===== config.mk =====
export PLATFORM = sky130hd
export DESIGN_NAME = tree_loader_flat
export DESIGN_NICKNAME = d
export VERILOG_FILES = /design/src/rtl/tree_loader_if.sv /design/src/rtl/tree_loader.sv /design/src/flat_wrapper.sv
export SDC_FILE = /design/constraint.sdc
export NUM_CORES = 1
export LEC_CHECK = 0
export CAP_MARGIN = 0
export CORE_UTILIZATION = 45
export CTS_BUF_LIST = sky130_fd_sc_hd__clkbuf_8
export CTS_CLUSTER_SIZE = 12
export DETAILED_ROUTE_END_ITERATION = 12
export PLACE_DENSITY_LB_ADDON = 0.05
export SYNTH_ARGS = -nofsm -noshare
export SYNTH_HDL_FRONTEND = slang
export SYNTH_SLANG_ARGS = --single-unit

===== constraint.sdc =====
create_clock -name clock -period 1.88 [get_ports clock]
set_input_delay 0.282 -clock clock [delete_from_list [all_inputs] [get_ports clock]]
set_output_delay 0.282 -clock clock [all_outputs]
set_load 0.01 [all_outputs]

===== src/rtl/tree_loader_if.sv =====
// Byte-stream and tree-RAM write-port bundle for the tree loader.
// The slave side is the loader; the master side is the host/bench.
interface tree_loader_if #(
   parameter int WIDTH = 8
);
   logic               load_start_i;
   logic [WIDTH-1:0]   byte_i;
   logic               byte_valid_i;
   logic               byte_ready_o;
   logic               wr_en_o;
   logic [WIDTH-1:0]   wr_adr_o;
   logic [WIDTH*4:0]   wr_data_o;
   logic               busy_o;
   logic               done_o;
   logic               err_o;
   logic [WIDTH-1:0]   node_cnt_o;

   modport slave (
      input  load_start_i, byte_i, byte_valid_i,
      output byte_ready_o, wr_en_o, wr_adr_o, wr_data_o,
             busy_o, done_o, err_o, node_cnt_o
   );

   modport master (
      output load_start_i, byte_i, byte_valid_i,
      input  byte_ready_o, wr_en_o, wr_adr_o, wr_data_o,
             busy_o, done_o, err_o, node_cnt_o
   );
endinterface


===== src/rtl/tree_loader.sv =====
// Loads decision-tree node records from a byte stream into the tree RAM,
// one packed word per node, rejecting decision nodes with out-of-range targets.
//
// state   | meaning
// --------+-----------------------------------------------------------
// IDLE    | waiting for load_start_i
// HDR     | waiting for the node-count header byte N
// COLLECT | accepting the 5 record bytes of the current node
// WRITE   | one-cycle RAM write of the assembled node word
// DONE    | one-cycle completion pulse
// ERR     | one-cycle error state, err_o becomes sticky
module tree_loader #(
   parameter int WIDTH = 8
) (
   input  logic         clock,
   input  logic         reset,
   tree_loader_if.slave bus
);

   typedef enum logic [2:0] {
      IDLE    = 3'd0,
      HDR     = 3'd1,
      COLLECT = 3'd2,
      WRITE   = 3'd3,
      DONE    = 3'd4,
      ERR     = 3'd5
   } state_t;

   state_t             r_state;
   state_t             w_next;

   logic [WIDTH-1:0]   r_n;
   logic [2:0]         r_idx;
   logic               r_type;
   logic [WIDTH-1:0]   r_cmp;
   logic [WIDTH-1:0]   r_nt;
   logic [WIDTH-1:0]   r_nf;
   logic [WIDTH*4:0]   r_wr_data;
   logic [WIDTH-1:0]   r_wr_adr;
   logic [WIDTH-1:0]   r_node_cnt;
   logic               r_err;
   logic               r_ready;
   logic               r_wr_en;
   logic               r_busy;
   logic               r_done;

   logic               w_accept;
   logic               w_last_byte;
   logic               w_chk_fail;
   logic [WIDTH-1:0]   w_cnt_inc;

   assign w_accept    = bus.byte_valid_i && r_ready;
   assign w_last_byte = (r_idx == 3'd4);
   // Only decision nodes have their branch targets range-checked.
   assign w_chk_fail  = r_type && ((r_nt >= r_n) || (r_nf >= r_n));
   assign w_cnt_inc   = r_node_cnt + 1'b1;

   always_ff @(posedge clock) begin
      if (reset) r_state <= IDLE;
      else       r_state <= w_next;
   end

   always_comb begin
      w_next = r_state;
      unique case (r_state)
         IDLE:    if (bus.load_start_i) w_next = HDR;
         HDR:     if (w_accept) w_next = (bus.byte_i == '0) ? ERR : COLLECT;
         COLLECT: if (w_accept && w_last_byte) w_next = w_chk_fail ? ERR : WRITE;
         WRITE:   w_next = (w_cnt_inc == r_n) ? DONE : COLLECT;
         DONE:    w_next = IDLE;
         ERR:     w_next = IDLE;
         default: w_next = IDLE;
      endcase
   end

   always_ff @(posedge clock) begin
      if (reset) begin
         r_n        <= '0;
         r_idx      <= '0;
         r_type     <= 1'b0;
         r_cmp      <= '0;
         r_nt       <= '0;
         r_nf       <= '0;
         r_wr_data  <= '0;
         r_wr_adr   <= '0;
         r_node_cnt <= '0;
         r_err      <= 1'b0;
         r_ready    <= 1'b0;
         r_wr_en    <= 1'b0;
         r_busy     <= 1'b0;
         r_done     <= 1'b0;
      end else begin
         if (r_state == IDLE && bus.load_start_i) begin
            r_err      <= 1'b0;
            r_node_cnt <= '0;
            r_idx      <= '0;
         end
         if (r_state == HDR && w_accept) r_n <= bus.byte_i;
         if (r_state == COLLECT && w_accept) begin
            r_idx <= w_last_byte ? 3'd0 : r_idx + 3'd1;
            unique case (r_idx)
               3'd0:    r_type <= bus.byte_i[0];
               3'd1:    r_cmp  <= bus.byte_i;
               3'd2:    r_nt   <= bus.byte_i;
               3'd3:    r_nf   <= bus.byte_i;
               default: begin
                  r_wr_data <= {r_type, r_cmp, r_nt, r_nf, bus.byte_i};
                  r_wr_adr  <= r_node_cnt;
               end
            endcase
         end
         if (r_state == WRITE) r_node_cnt <= w_cnt_inc;
         if (w_next == ERR) r_err <= 1'b1;
         // Status outputs are registered from the next state so they align with it.
         r_ready <= (w_next == HDR) || (w_next == COLLECT);
         r_wr_en <= (w_next == WRITE);
         r_busy  <= (w_next != IDLE);
         r_done  <= (w_next == DONE);
      end
   end

   assign bus.byte_ready_o = r_ready;
   assign bus.wr_en_o      = r_wr_en;
   assign bus.wr_adr_o     = r_wr_adr;
   assign bus.wr_data_o    = r_wr_data;
   assign bus.busy_o       = r_busy;
   assign bus.done_o       = r_done;
   assign bus.err_o        = r_err;
   assign bus.node_cnt_o   = r_node_cnt;

endmodule


===== src/flat_wrapper.sv =====
// flat-port wrapper written by rule: the top's interface ports become plain ports
module tree_loader_flat 
#(
   parameter int WIDTH = 8
)
  (clock, reset, bus_load_start_i, bus_byte_i, bus_byte_valid_i, bus_byte_ready_o, bus_wr_en_o, bus_wr_adr_o, bus_wr_data_o, bus_busy_o, bus_done_o, bus_err_o, bus_node_cnt_o);
  tree_loader_if #(.WIDTH(WIDTH)) bus_i ();
  input  logic clock;
  input  logic reset;
  input wire logic [$bits(bus_i.load_start_i)-1:0] bus_load_start_i;
  input wire logic [$bits(bus_i.byte_i)-1:0] bus_byte_i;
  input wire logic [$bits(bus_i.byte_valid_i)-1:0] bus_byte_valid_i;
  output wire logic [$bits(bus_i.byte_ready_o)-1:0] bus_byte_ready_o;
  output wire logic [$bits(bus_i.wr_en_o)-1:0] bus_wr_en_o;
  output wire logic [$bits(bus_i.wr_adr_o)-1:0] bus_wr_adr_o;
  output wire logic [$bits(bus_i.wr_data_o)-1:0] bus_wr_data_o;
  output wire logic [$bits(bus_i.busy_o)-1:0] bus_busy_o;
  output wire logic [$bits(bus_i.done_o)-1:0] bus_done_o;
  output wire logic [$bits(bus_i.err_o)-1:0] bus_err_o;
  output wire logic [$bits(bus_i.node_cnt_o)-1:0] bus_node_cnt_o;
  assign bus_i.load_start_i = bus_load_start_i;
  assign bus_i.byte_i = bus_byte_i;
  assign bus_i.byte_valid_i = bus_byte_valid_i;
  assign bus_byte_ready_o = bus_i.byte_ready_o;
  assign bus_wr_en_o = bus_i.wr_en_o;
  assign bus_wr_adr_o = bus_i.wr_adr_o;
  assign bus_wr_data_o = bus_i.wr_data_o;
  assign bus_busy_o = bus_i.busy_o;
  assign bus_done_o = bus_i.done_o;
  assign bus_err_o = bus_i.err_o;
  assign bus_node_cnt_o = bus_i.node_cnt_o;
  tree_loader #(.WIDTH(WIDTH)) u_core (.clock(clock), .reset(reset), .bus(bus_i));
endmodule

# --- Yosys cells after proc, flatten, opt, wreduce, memory -nomap -nowiden ---
# Index checks and enable logic that the tools add are counted.
op_classes:
  n_addsub: 2
  multipliers: 0
  div_mod_pow: 0
  n_lt_le_gt_ge: 2
  n_eq_ne: 13
  n_shift: 0
  muxes: 14
  bitwise_logic: 1
  reduce_logical: 21
op_table:
  columns: ["operator", "count"]
  rows:
  - ["2-to-1 mux 3 bit", 9]
  - ["equality test 3 x 2 -> 1 bit, second input constant", 6]
  - ["greater-or-equal comparator 8 bit", 2]
  - ["2-to-1 mux 8 bit", 2]
  - ["one-hot mux 3 bit (4 select lines)", 1]
  - ["AND reduction 2 bit", 5]
  - ["equality test 3 x 1 -> 1 bit, second input constant", 3]
  - ["equality test 3 bit, second input constant", 3]
  - ["adder 8 x 1 -> 8 bit, second input constant", 1]
  - ["equality test 8 bit", 1]
  - ["zero test 8 bit", 1]
  - ["logical AND 1 bit", 6]
  - ["zero test 3 bit", 2]
  - ["nonzero test 2 bit", 3]
  - ["OR reduction 4 bit", 1]
  - ["adder 3 x 1 -> 3 bit, second input constant", 1]
  - ["nonzero test 3 bit", 1]
  - ["logical OR 1 bit", 2]
  - ["2-to-1 mux 1 bit", 2]
  - ["NOT 1 bit", 1]
totals:
  ff_bits: 93
  latchBits: 0
  ram_bits: 0
  romBits: 0
  in_bits: 12
  mem_count: 0

# --- Longest topological paths before layout ---
logic_depth:
  depth_word: 8
  depth_mapped: 10
  depth_no_buf: 8

# --- Worst setup path after synthesis ---
# Ideal clock, no wire load.
synth_path:
  path_type: "reg-to-reg"
  startpoint: "register u_core.r_nf[0]"
  endpoint: "register u_core.r_ready (netlist: u_core.bus.byte_ready_o)"
  t_arrival_ns: 1.895
  required_time_ns: 1.768
  setup_slack_ns: -0.127
  stages_incl_launch_ff: 9
  n_path_buf: 0
  period_less_slack_ns: 2.007
  path_cell_list: "dfxtp_1 inv_1 ha_1 nand2b_1 a2111oi_0 o31ai_1 and2_1 o21a_1 a2111oi_1"
synth_via:
  elab_chain_len: 8
synth_lines:
  columns: ["item", "line", "rtl"]
  rows:
  - ["start, declared", "tree_loader.sv:37", "logic [WIDTH-1:0] r_nf;"]
  - ["start signal, assigned", "tree_loader.sv:105", "3'd3: r_nf <= bus.byte_i;"]
  - ["greater-or-equal comparator 8 bit (*)", "tree_loader.sv:55", "assign w_chk_fail = r_type && ((r_nt >= r_n) || (r_nf >= r_n));"]
  - ["logical OR 1 bit (*)", "tree_loader.sv:55", null]
  - ["logical AND 1 bit (*)", "tree_loader.sv:55", null]
  - ["2-to-1 mux 3 bit (*) (2 in series)", "tree_loader.sv:68", "COLLECT: if (w_accept && w_last_byte) w_next = w_chk_fail ? ERR : WRITE;"]
  - ["one-hot mux 3 bit (4 select lines) (*)", "tree_loader.sv:65", "unique case (r_state)"]
  - ["equality test 3 x 1 -> 1 bit / equality test 3 x 2 -> 1 bit (equally long branches)", "tree_loader.sv:115", "r_ready <= (w_next == HDR) || (w_next == COLLECT);"]
  - ["logical OR 1 bit (*)", "tree_loader.sv:115", null]
  - ["end signal, assigned", "tree_loader.sv:115", null]
  - ["end, declared", "tree_loader.sv:42", "logic r_ready;"]
# Every way passes the cells marked *; elsewhere a longest branch is shown, timed or not.
# A chain may end at the register's enable or synchronous reset.

# --- Worst setup path after layout ---
layout_path:
  startpoint: "register u_core.r_n[0]"
  endpoint: "register u_core.r_ready (netlist: u_core.bus.byte_ready_o)"
layout_via:
  elab_chain_len: 8
layout_lines:
  columns: ["item", "line", "rtl"]
  rows:
  - ["start, declared", "tree_loader.sv:32", "logic [WIDTH-1:0] r_n;"]
  - ["start signal, assigned", "tree_loader.sv:98", "if (r_state == HDR && w_accept) r_n <= bus.byte_i;"]
  - ["greater-or-equal comparator 8 bit", "tree_loader.sv:55", null]
  - ["logical OR 1 bit", "tree_loader.sv:55", null]
  - ["logical AND 1 bit", "tree_loader.sv:55", null]
  - ["2-to-1 mux 3 bit (2 in series)", "tree_loader.sv:68", null]
  - ["one-hot mux 3 bit (4 select lines) (*)", "tree_loader.sv:65", null]
  - ["equality test 3 x 1 -> 1 bit / equality test 3 x 2 -> 1 bit (equally long branches)", "tree_loader.sv:115", null]
  - ["logical OR 1 bit (*)", "tree_loader.sv:115", null]
# Marked as above.

==> metrics.csv <==
stage,metric,value,unit
cts,total CTS buffers,9,
cts,CTS root buf,clkbuf_8,
pwr,Leak,0.002358,µW
critical_path,CP Launch Type,flip-flop,
synthesis,Post-Synth Adder-Cell Area,6.693,%
critical_path,CP top delay family,compound AO/OA/AOI/OAI gates,
outcome,status,finished with violations,
cells_and_area,synth-to-layout area growth,59.60,%
cts,htree depth,3,
routing,DRC viols,8,
cells_and_area,Ant. Diodes,0,
floorplan,starting density of the core,46.70,%
floorplan,IO Pins,66,
synthesis,register bit total from synthesis,93,
synthesis,ys flop type,dfxtp_1,
routing,1st-pass router iterations,8,
synthesis,Yosys cell types,46,
sta,Max Slew Vio Count,0,
placement,placed instance area,0.005463,mm²
cts,clock latency on the worst-skew pair,0.37,ns
floorplan,Chip Height,97.60,µm
floorplan,Core Footprint,0.008806,mm²
synthesis,synthesized area,0.004113,mm²
cts,CTS tree,done,
pwr,Max IR drop VDD,0.3155,mV
synthesis,syn avg cell area,8.048,µm²
cts,register clock-pin slew on the reported worst setup and hold paths,0.10,ns
synthesis,mux contribution to synthesized area,1.947,%
sta,Worst Max-Slew Pin Slew,0.4763,ns
synthesis,post-synthesis xor/xnor area fraction,1.917,%
critical_path,"Arr. time, crit path",2.33,ns
cells_and_area,nets@finish,683,
sta,RSZ-0062 raised after global routing,true,
floorplan,total die area,0.009526,mm²
floorplan,Die X,97.60,µm
placement,I/O Buffers,65,
floorplan,FP Rows,34,
synthesis,Syn Inst Count,511,
synthesis,Commonest cells post-synth,"121 x nand2_1, 93 x dfxtp_1, 76 x a21oi_1",
grt,first-pass GRT wire length,18570,µm
routing,Via Count,4197,
pwr,Pwr Density,557.5,mW/mm²
sta,Final Skew,0.01176,ns
routing,vias per inst,5.508,
sta,Final Hold Fails,0,
grt,initial antenna violation count,0,
synthesis,syn_nets,545,
placement,Routability Congestion,0.8255,
grt,grt ovf,0,
critical_path,crit path kind,flip-flop to flip-flop,
routing,wire per inst,17.62,µm
synthesis,compound-cell area share of the yosys netlist,15.97,%
synthesis,largest family of logic cells by synthesized area,simple AND/OR/NAND/NOR gates,
grt,largest net degree at the start of global routing,77,
sta,Setup WS post-layout,-0.1717,ns
synthesis,Simple-Gate Fraction of Synth Area,23.64,%
critical_path,Worst EP required,2.15,ns
synthesis,post-synthesis sequential area ratio,45.27,%
routing,Routed WL,13420,µm
critical_path,"Largest stage delay, worst path",0.37,ns
grt,all-layer global routing usage,24.59,%
synthesis,post-synth top area share,45.27,%
critical_path,crit path max-delay cell type,a2111oi_4,
worst_hold_path,Hold WC Path Type,primary input to flip-flop,
sta,fin crit share,109.1,%
sta,endpoints failing setup,23,
outcome,failing checks,"DRC, setup timing",
cts,clk sinks,93,
sta,Peak Freq,0.4874,GHz
critical_path,Worst Setup End Kind,flip-flop,
cts,Max clock buf depth,2,
cells_and_area,layout cell share with drive strength beyond 1,37.61,%
placement,post-DP HPWL,7768,µm
critical_path,most frequent CP cell,a2111oi_4,
synthesis,fraction of registers with async set/reset,0,%
job,total of max-cap violations,0,
sta,Tmin final,2.052,ns
synthesis,"area leader, netlist",dfxtp_1,
critical_path,worst-path cell chain,ha_4 > nand2b_4 > a2111oi_4 > o31ai_4 > and2_4 > buf_6 > o21a_4 > a2111oi_4,
sta,Setup TNS,-0.7836,ns
routing,drt initial violations,205,
cells_and_area,Final Cell Area,0.006564,mm²
grt,vias in the first global route,3879,
sta,Rel. slew slack,68.24,%
critical_path,CP Max Fanout,3,
routing,antenna-violating nets left,0,
critical_path,CP Buf/Inv Count,1,
synthesis,Ys Warns,0,
cts,hold buffers post-CTS,0,
synthesis,number of synthesized flops with an enable pin,0,
synthesis,"count leader, synth",nand2_1,
synthesis,ranking of synthesized cells by area,"dfxtp_1 45%, nand2_1 11%, a21oi_1 9.2%",
[worst register-to-register path, delay by kind of cell, from the launching register on]
| family | cells | cell delay (ns) |
|---|---|---|
| compound gates | 4 | 0.97 |
| buf+inv | 1 | 0.11 |
| flops | 1 | 0.35 |
| fa+ha+maj | 1 | 0.24 |
| simple gates | 2 | 0.30 |
[per-stage QoR]
step	total power [µW]	instances	setup WS [ns]	hold slack, ns	util (%)
3_3_place_gp	2266	732	-0.3937	0.4417	62.03
4_1_cts	3637	750	-0.2011	0.2932	65.97
3_5_place_dp	2270	732	-0.4670	0.4453	62.03
6_report	3659	762	-0.1717	0.3453	74.54
5_1_grt	3778	762	-0.2440	0.3533	74.54
2_1_floorplan	2135	511	-0.05316	0.4180	-
[layout make-up]
cell class | instances | area (µm²)
Clock buffer | 9 | 123.9
Clock inverter | 7 | 73.82
Fill cell | 651 | 2242
Inverter | 16 | 60.06
Multi-Input combinational cell | 371 | 2786
Sequential cell | 93 | 1883
Tap cell | 108 | 135.1
Timing Repair Buffer | 158 | 1501
[logic make-up (layout without fill, tap and decap cells)]
logic type	after synthesis	after routing
flops	93	93
simple gates	219	219
buf+inv	47	190
xor+xnor	9	9
compound gates	113	113
mux	8	8
fa+ha+maj	22	22
[cells in the final DEF (no fill, tap or decap), types with 5 or more instances in the layout]
cell             count
inv_1               10
nor2_1              28
nand2_4             31
a21oi_2             38
dfxtp_2             11
buf_4               76
buf_6                8
clkdlybuf4s50_1     64
ha_1                11
o21ai_0              6
xnor2_1              5
ha_4                 9
mux2i_1              8
a21oi_1             38
clkbuf_8             9
nand2_2             10
inv_2                6
a31oi_1              5
nand3_1             29
dfxtp_1             80
nand2_1             80
[per-layer routing]
metal	vias up	wire length, µm	global-route usage [%]
met5	-	0	0
met4	0	375	9.790
met3	33	840	3.525
met2	128	6454	40.75
met1	2014	5754	32.20
li1	2022	-	-
[state kept, by name, summed over array words and instances (netlist names), 8 cells and up]
name,cells
u_core.bus.node_cnt_o,8
u_core.bus.wr_adr_o,8
u_core.r_n,8
u_core.r_cmp,8
u_core.r_nf,8
u_core.r_nt,8
u_core.bus.wr_data_o,33
[where the power goes]
group          switching (µW)  leakage, µW  total (µW)  internal, µW
Combinational             159      0.00150         287           128
Clock                     759     0.000100        1380           623
Sequential               11.8     0.000757        1990          1980
[path summary, 6_finish.rpt]
check | from | end | slack (ns) | depth (start not counted)
hold reg to reg | u_core.r_cmp[6] | u_core.r_cmp[6] | 0.46 | 2
setup / recovery | u_core.r_n[0] | u_core.bus.byte_ready_o | -0.17 | 8
setup reg to reg | u_core.r_n[0] | u_core.bus.byte_ready_o | -0.17 | 8
hold / removal | reset | u_core.r_state[1] | 0.35 | 2
[what timing repair did]
item / in CTS / in global routing
setup buffers: 2 / 5
endpoints found under the setup margin: 6 / 63
gates cloned: 0 / 8
pin swaps: 10 / 84
resized for setup: 32 / 147
Power figures use the tool's default switching activity.
